$ cat config.mk
export PLATFORM = sky130hd
export DESIGN_NAME = clause_bin_reader
export DESIGN_NICKNAME = d
export VERILOG_FILES = /design/src/rtl/clause_bin_reader.sv
export SDC_FILE = /design/constraint.sdc
export NUM_CORES = 1
export LEC_CHECK = 0
export BUFFER_PORTS_ARGS = -buffer_cell sky130_fd_sc_hd__buf_4
export CORE_UTILIZATION = 47
export DETAILED_ROUTE_END_ITERATION = 7
export PLACE_DENSITY = 0.77
export SYNTH_ARGS = -nofsm -noshare
export SYNTH_HDL_FRONTEND = slang
export SYNTH_SLANG_ARGS = --single-unit
$ cat constraint.sdc
create_clock -name clk -period 2.4 [get_ports clk]
set_input_delay 0.24 -clock clk [delete_from_list [all_inputs] [get_ports clk]]
set_output_delay 0.24 -clock clk [all_outputs]
set_load 0.1 [all_outputs]
$ cat src/rtl/clause_bin_reader.sv
// Read-back engine: walks every clause row of the current bin and streams it out over valid/ready.
// Optional feature macro: CLAUSE_BIN_READER_SKIP_EMPTY_EN (drop rows whose length is zero).
module clause_bin_reader #(
   parameter int NUM_CLAUSES_A_BIN = 8,
   parameter int NUM_VARS_A_BIN    = 8,
   parameter int WIDTH_C_LEN       = 5,
   parameter int WIDTH_IDX         = $clog2(NUM_CLAUSES_A_BIN)
) (
   input  logic                          clk,
   input  logic                          rst,
   input  logic                          start_i,
   output logic [NUM_CLAUSES_A_BIN-1:0]  rd_o,
   input  logic [NUM_VARS_A_BIN*3-1:0]   clause_i,
   input  logic [WIDTH_C_LEN-1:0]        clause_len_i,
   output logic                          out_valid_o,
   input  logic                          out_ready_i,
   output logic [NUM_VARS_A_BIN*3-1:0]   out_clause_o,
   output logic [WIDTH_C_LEN-1:0]        out_len_o,
   output logic [WIDTH_IDX-1:0]          out_index_o,
   output logic                          busy_o,
   output logic                          done_o,
   output logic [WIDTH_IDX:0]            clause_count_o
);

   localparam int CNT_W = WIDTH_IDX + 1;
   localparam logic [WIDTH_IDX-1:0]         ROW_LAST = WIDTH_IDX'(NUM_CLAUSES_A_BIN - 1);
   localparam logic [WIDTH_IDX-1:0]         ROW_ONE  = WIDTH_IDX'(1);
   localparam logic [CNT_W-1:0]             CNT_ONE  = CNT_W'(1);
   localparam logic [NUM_CLAUSES_A_BIN-1:0] SEL_ROW0 = {{(NUM_CLAUSES_A_BIN-1){1'b0}}, 1'b1};

   typedef enum logic [2:0] {
      ST_IDLE = 3'd0,
      ST_READ = 3'd1,
      ST_CAPT = 3'd2,
      ST_SEND = 3'd3,
      ST_DONE = 3'd4
   } state_t;

   state_t                         state_r;
   state_t                         state_s;
   logic [WIDTH_IDX-1:0]           row_r;
   logic [WIDTH_IDX-1:0]           row_s;
   logic [CNT_W-1:0]               count_r;
   logic [CNT_W-1:0]               count_s;
   logic [NUM_CLAUSES_A_BIN-1:0]   rd_r;
   logic                           out_valid_r;
   logic [NUM_VARS_A_BIN*3-1:0]    out_clause_r;
   logic [WIDTH_C_LEN-1:0]         out_len_r;
   logic [WIDTH_IDX-1:0]           out_index_r;
   logic                           busy_r;
   logic                           done_r;

   // Next-state, next-row and emitted-row count decode
   always_comb begin
      state_s = state_r;
      row_s   = row_r;
      count_s = count_r;
      case (state_r)
         ST_IDLE: begin
            if (start_i) begin
               state_s = ST_READ;
               row_s   = {WIDTH_IDX{1'b0}};
               count_s = {CNT_W{1'b0}};
            end else begin
               state_s = ST_IDLE;
            end
         end
         ST_READ: begin
            state_s = ST_CAPT;
         end
         ST_CAPT: begin
`ifdef CLAUSE_BIN_READER_SKIP_EMPTY_EN
            // An empty row is captured but never offered to the sink
            if (clause_len_i == {WIDTH_C_LEN{1'b0}}) begin
               if (row_r == ROW_LAST) begin
                  state_s = ST_DONE;
               end else begin
                  state_s = ST_READ;
                  row_s   = row_r + ROW_ONE;
               end
            end else begin
               state_s = ST_SEND;
            end
`else
            state_s = ST_SEND;
`endif
         end
         ST_SEND: begin
            if (out_ready_i) begin
               count_s = count_r + CNT_ONE;
               if (row_r == ROW_LAST) begin
                  state_s = ST_DONE;
               end else begin
                  state_s = ST_READ;
                  row_s   = row_r + ROW_ONE;
               end
            end else begin
               state_s = ST_SEND;
            end
         end
         ST_DONE: begin
            state_s = ST_IDLE;
         end
         default: begin
            state_s = ST_IDLE;
         end
      endcase
   end

   // State, counters and next-state-decoded registered outputs
   always_ff @(posedge clk or posedge rst) begin
      if (rst) begin
         state_r     <= ST_IDLE;
         row_r       <= {WIDTH_IDX{1'b0}};
         count_r     <= {CNT_W{1'b0}};
         rd_r        <= {NUM_CLAUSES_A_BIN{1'b0}};
         out_valid_r <= 1'b0;
         busy_r      <= 1'b0;
         done_r      <= 1'b0;
      end else begin
         state_r     <= state_s;
         row_r       <= row_s;
         count_r     <= count_s;
         rd_r        <= (state_s == ST_READ) ? (SEL_ROW0 << row_s) : {NUM_CLAUSES_A_BIN{1'b0}};
         out_valid_r <= (state_s == ST_SEND);
         busy_r      <= (state_s != ST_IDLE);
         done_r      <= (state_s == ST_DONE);
      end
   end

   // Capture the row answered by clause_array one cycle after its read select
   always_ff @(posedge clk or posedge rst) begin
      if (rst) begin
         out_clause_r <= {(NUM_VARS_A_BIN*3){1'b0}};
         out_len_r    <= {WIDTH_C_LEN{1'b0}};
         out_index_r  <= {WIDTH_IDX{1'b0}};
      end else if (state_r == ST_CAPT) begin
         out_clause_r <= clause_i;
         out_len_r    <= clause_len_i;
         out_index_r  <= row_r;
      end
   end

   assign rd_o           = rd_r;
   assign out_valid_o    = out_valid_r;
   assign out_clause_o   = out_clause_r;
   assign out_len_o      = out_len_r;
   assign out_index_o    = out_index_r;
   assign busy_o         = busy_r;
   assign done_o         = done_r;
   assign clause_count_o = count_r;

endmodule

==> summary.md <==
| Metric | Value |
|---|---|
| Slew HR | 0.728 |
| Vias | 1,442 |
| Tightest Pin Transition | 0.408 ns |
| Critical Path AT | 1.83 ns |
| DP Worst Slack | 0.763 ns |
| Placed cell count | roughly 280 |
| Routed vias/inst | around 5.1 |
| Largest area contributor in the netlist | dfrtp_1 |
| Final net count | between 200 and 300 |
| Ports | 80 |
| Layout cell share with drive strength beyond 1 | 0.528 |
| Non-filler instance count after layout | ~290 |
| CTS HTree Levels | 2 |
| Synth cell types | 29 |
| Core area | about 4100 µm² |
| Placer Congestion | 0.724 |
| Die width | 68.5 µm |
| Register area share after synthesis | 0.638 |
| Pre-Repair DR Iteration Count | 4 |
| Initial antenna violation count | 0 |
| Ys Warns | 0 |
| Clock skew | 0.00955 ns |
| Die Ht | 68.5 µm |
| Overflow after GRT | 0 |
| Tmin final | around 1.6 ns |
| CTS Buf Count | 5 |
| Syn Inst Count | 151 |
| DRC | 0 |
| Final TNS setup | 0 ns |
| Final wirelength | 3910 µm |
| CP endpoint kind | flip-flop |
| Critical Path Fanout Max | 32 |
| Post-Syn Area | 2080 µm² |
| Clock transition at path regs | 0.09 ns |
| Resized cells post-CTS | 0 |
| Vias in the first global route | 1,340 |
| Max-Cap Viols | 0 |
| Required time of the critical path | 2.59 ns |
| Detailed Route Iter0 Violations | 52 |
| Initial Util | 0.505 |
| Setup Fix Bufs, Post-CTS | 0 |
| Antenna Cells | 0 |
| First-pass GRT wire length | 6080 µm |
| Drt wl/cell | approximately 14 µm |
| Site Rows | 23 |
| Worst Hold Class | input port to flip-flop |
| Syn Nets | 186 |
| PnR worst setup slack | between 0.7 and 0.8 ns |
| PortBufs | 79 |
| Clock Path Buffers | 2 |
| Crit Path Class | flip-flop to flip-flop |
| Final hold violations | 0 |
| RSZ-0062 raised after global routing | no |
| Synth top area cells | dfrtp_1 (64%), mux2_2 (17%), a21oi_1 (2.2%) |
| Final Max Tran Viols | 0 |
| Run status | completed |
| Fmax | 610 MHz |
| Layout area overhead | 36.1% |
| Hold buffer count at CTS | 1 |
| Setup violators final | 0 |
| Detailed Place HPWL | around 2800 µm |
| Skew-Pair Late Insertion Delay | around 0.30 ns |
| Post-route ant nets | 0 |
| CTS tree | built |
| Tot GR Track Use | 0.179 |
| Avg Synthesized Cell Area | 13.8 µm² |
| CP startpoint kind | flip-flop |
| DIE AREA | 4690 µm² |
| Synth top area share | 0.638 |
| CTS root buf | clkbuf_8 |
| Largest net degree at the start of global routing | 33 |
| Clk sinks | 53 |
| Crit share post-route | 0.683 |
| Synthesized flop and latch total | 53 |
-- path summary, 6_finish.rpt --
path | startpoint | to | slack [ns] | cells after the start
hold / removal | clause_i[14] | out_clause_o[14] | 0.15 | 2
setup / recovery | state_r[2] | out_clause_o[1] | 0.76 | 4
setup reg to reg | state_r[2] | out_clause_o[1] | 0.76 | 4
hold reg to reg | out_clause_o[14] | out_clause_o[14] | 0.49 | 1
max in group asynchronous | rst | rd_o[2] | 1.37 | 4
min in group asynchronous | rst | out_clause_o[12] | 0.41 | 3
-- logic make-up after synthesis --
logic type,count (synthesis),share of synthesized area
flops,53,0.638
simple gates,35,0.0939
mux,32,0.173
compound gates,18,0.0452
buf+inv,10,0.0331
fa+ha+maj,2,0.0120
xor+xnor,1,0.00422
-- layout make-up --
cell class              instances  area (µm²)
flip-flops and latches         53        1330
clock inverters                 1        30.0
inverters                       2        7.51
fillers                       314        1290
multi-input cells              88         683
clock buffers                   7        86.3
well taps                      50        62.6
repair buffers                 84         633
-- worst max-delay path: stages, from the launching register on --
cell and delay [ns]:
dfrtp_1 0.45, nand2b_1 0.19, nor2_2 0.10, buf_4 0.38, mux2_2 0.40
-- sequential cells by signal, indices dropped and copies added, names as in the netlist --
name and flops:
clause_count_o 4, out_index_o 3, state_r 3, row_r 3
done_o 1, out_len_o 5, busy_o 1, out_valid_o 1
rd_o 8, out_clause_o 24
-- metal layers --
layer	track usage	up-vias	part of all wire	routed length, µm
met5	0	-	0	0
li1	-	691	-	-
met3	0.0641	3	0.11	435
met4	0.0547	0	0.0082	32
met2	0.270	59	0.44	1710
met1	0.243	689	0.44	1730
-- per-stage QoR --
step,hold WS (ns),instance area [µm²],util
6_report,0.147,2830,0.687
5_1_grt,0.134,2830,0.687
4_1_cts,0.139,2830,0.687
3_5_place_dp,0.186,2700,0.657
3_3_place_gp,0.184,2700,0.657
2_1_floorplan,0.330,2080,-
-- cell usage after synthesis (all sizes together) --
master / count
a21oi: 9
a31oi: 1
and2: 1
and4b: 1
buf: 7
clkbuf: 1
dfrtp: 53
ha: 2
inv: 2
mux2: 32
nand2: 6
nand2b: 2
nand3: 6
nand3b: 1
nand4b: 1
nor2: 9
nor3: 2
nor3b: 1
nor4b: 1
o21ai: 7
o21bai: 1
or3: 3
or4b: 1
xor2: 1
-- placed cells by master, fill, tap and decap left out --
cell type / n
a21oi_1: 9
and4b_1: 1
o21ai_1: 1
or3_1: 3
nor2_1: 8
mux2_2: 31
nand2_1: 6
or4b_1: 1
nand2b_1: 2
nand3b_1: 1
nor3_1: 2
clkbuf_1: 1
inv_2: 1
nand4b_2: 1
o21ai_0: 6
nor2_2: 1
nor3b_1: 1
dlygate4sd3_1: 1
ha_1: 2
inv_1: 1
nand3_1: 6
and2_1: 1
a31oi_1: 1
dfrtp_1: 53
clkbuf_8: 6
mux2_1: 1
bufinv_16: 1
o21bai_1: 1
nor4b_1: 1
buf_4: 83
xor2_1: 1
Power is not shown: default switching activity piles up to over one toggle a cycle in this logic, so the estimate is an artifact.
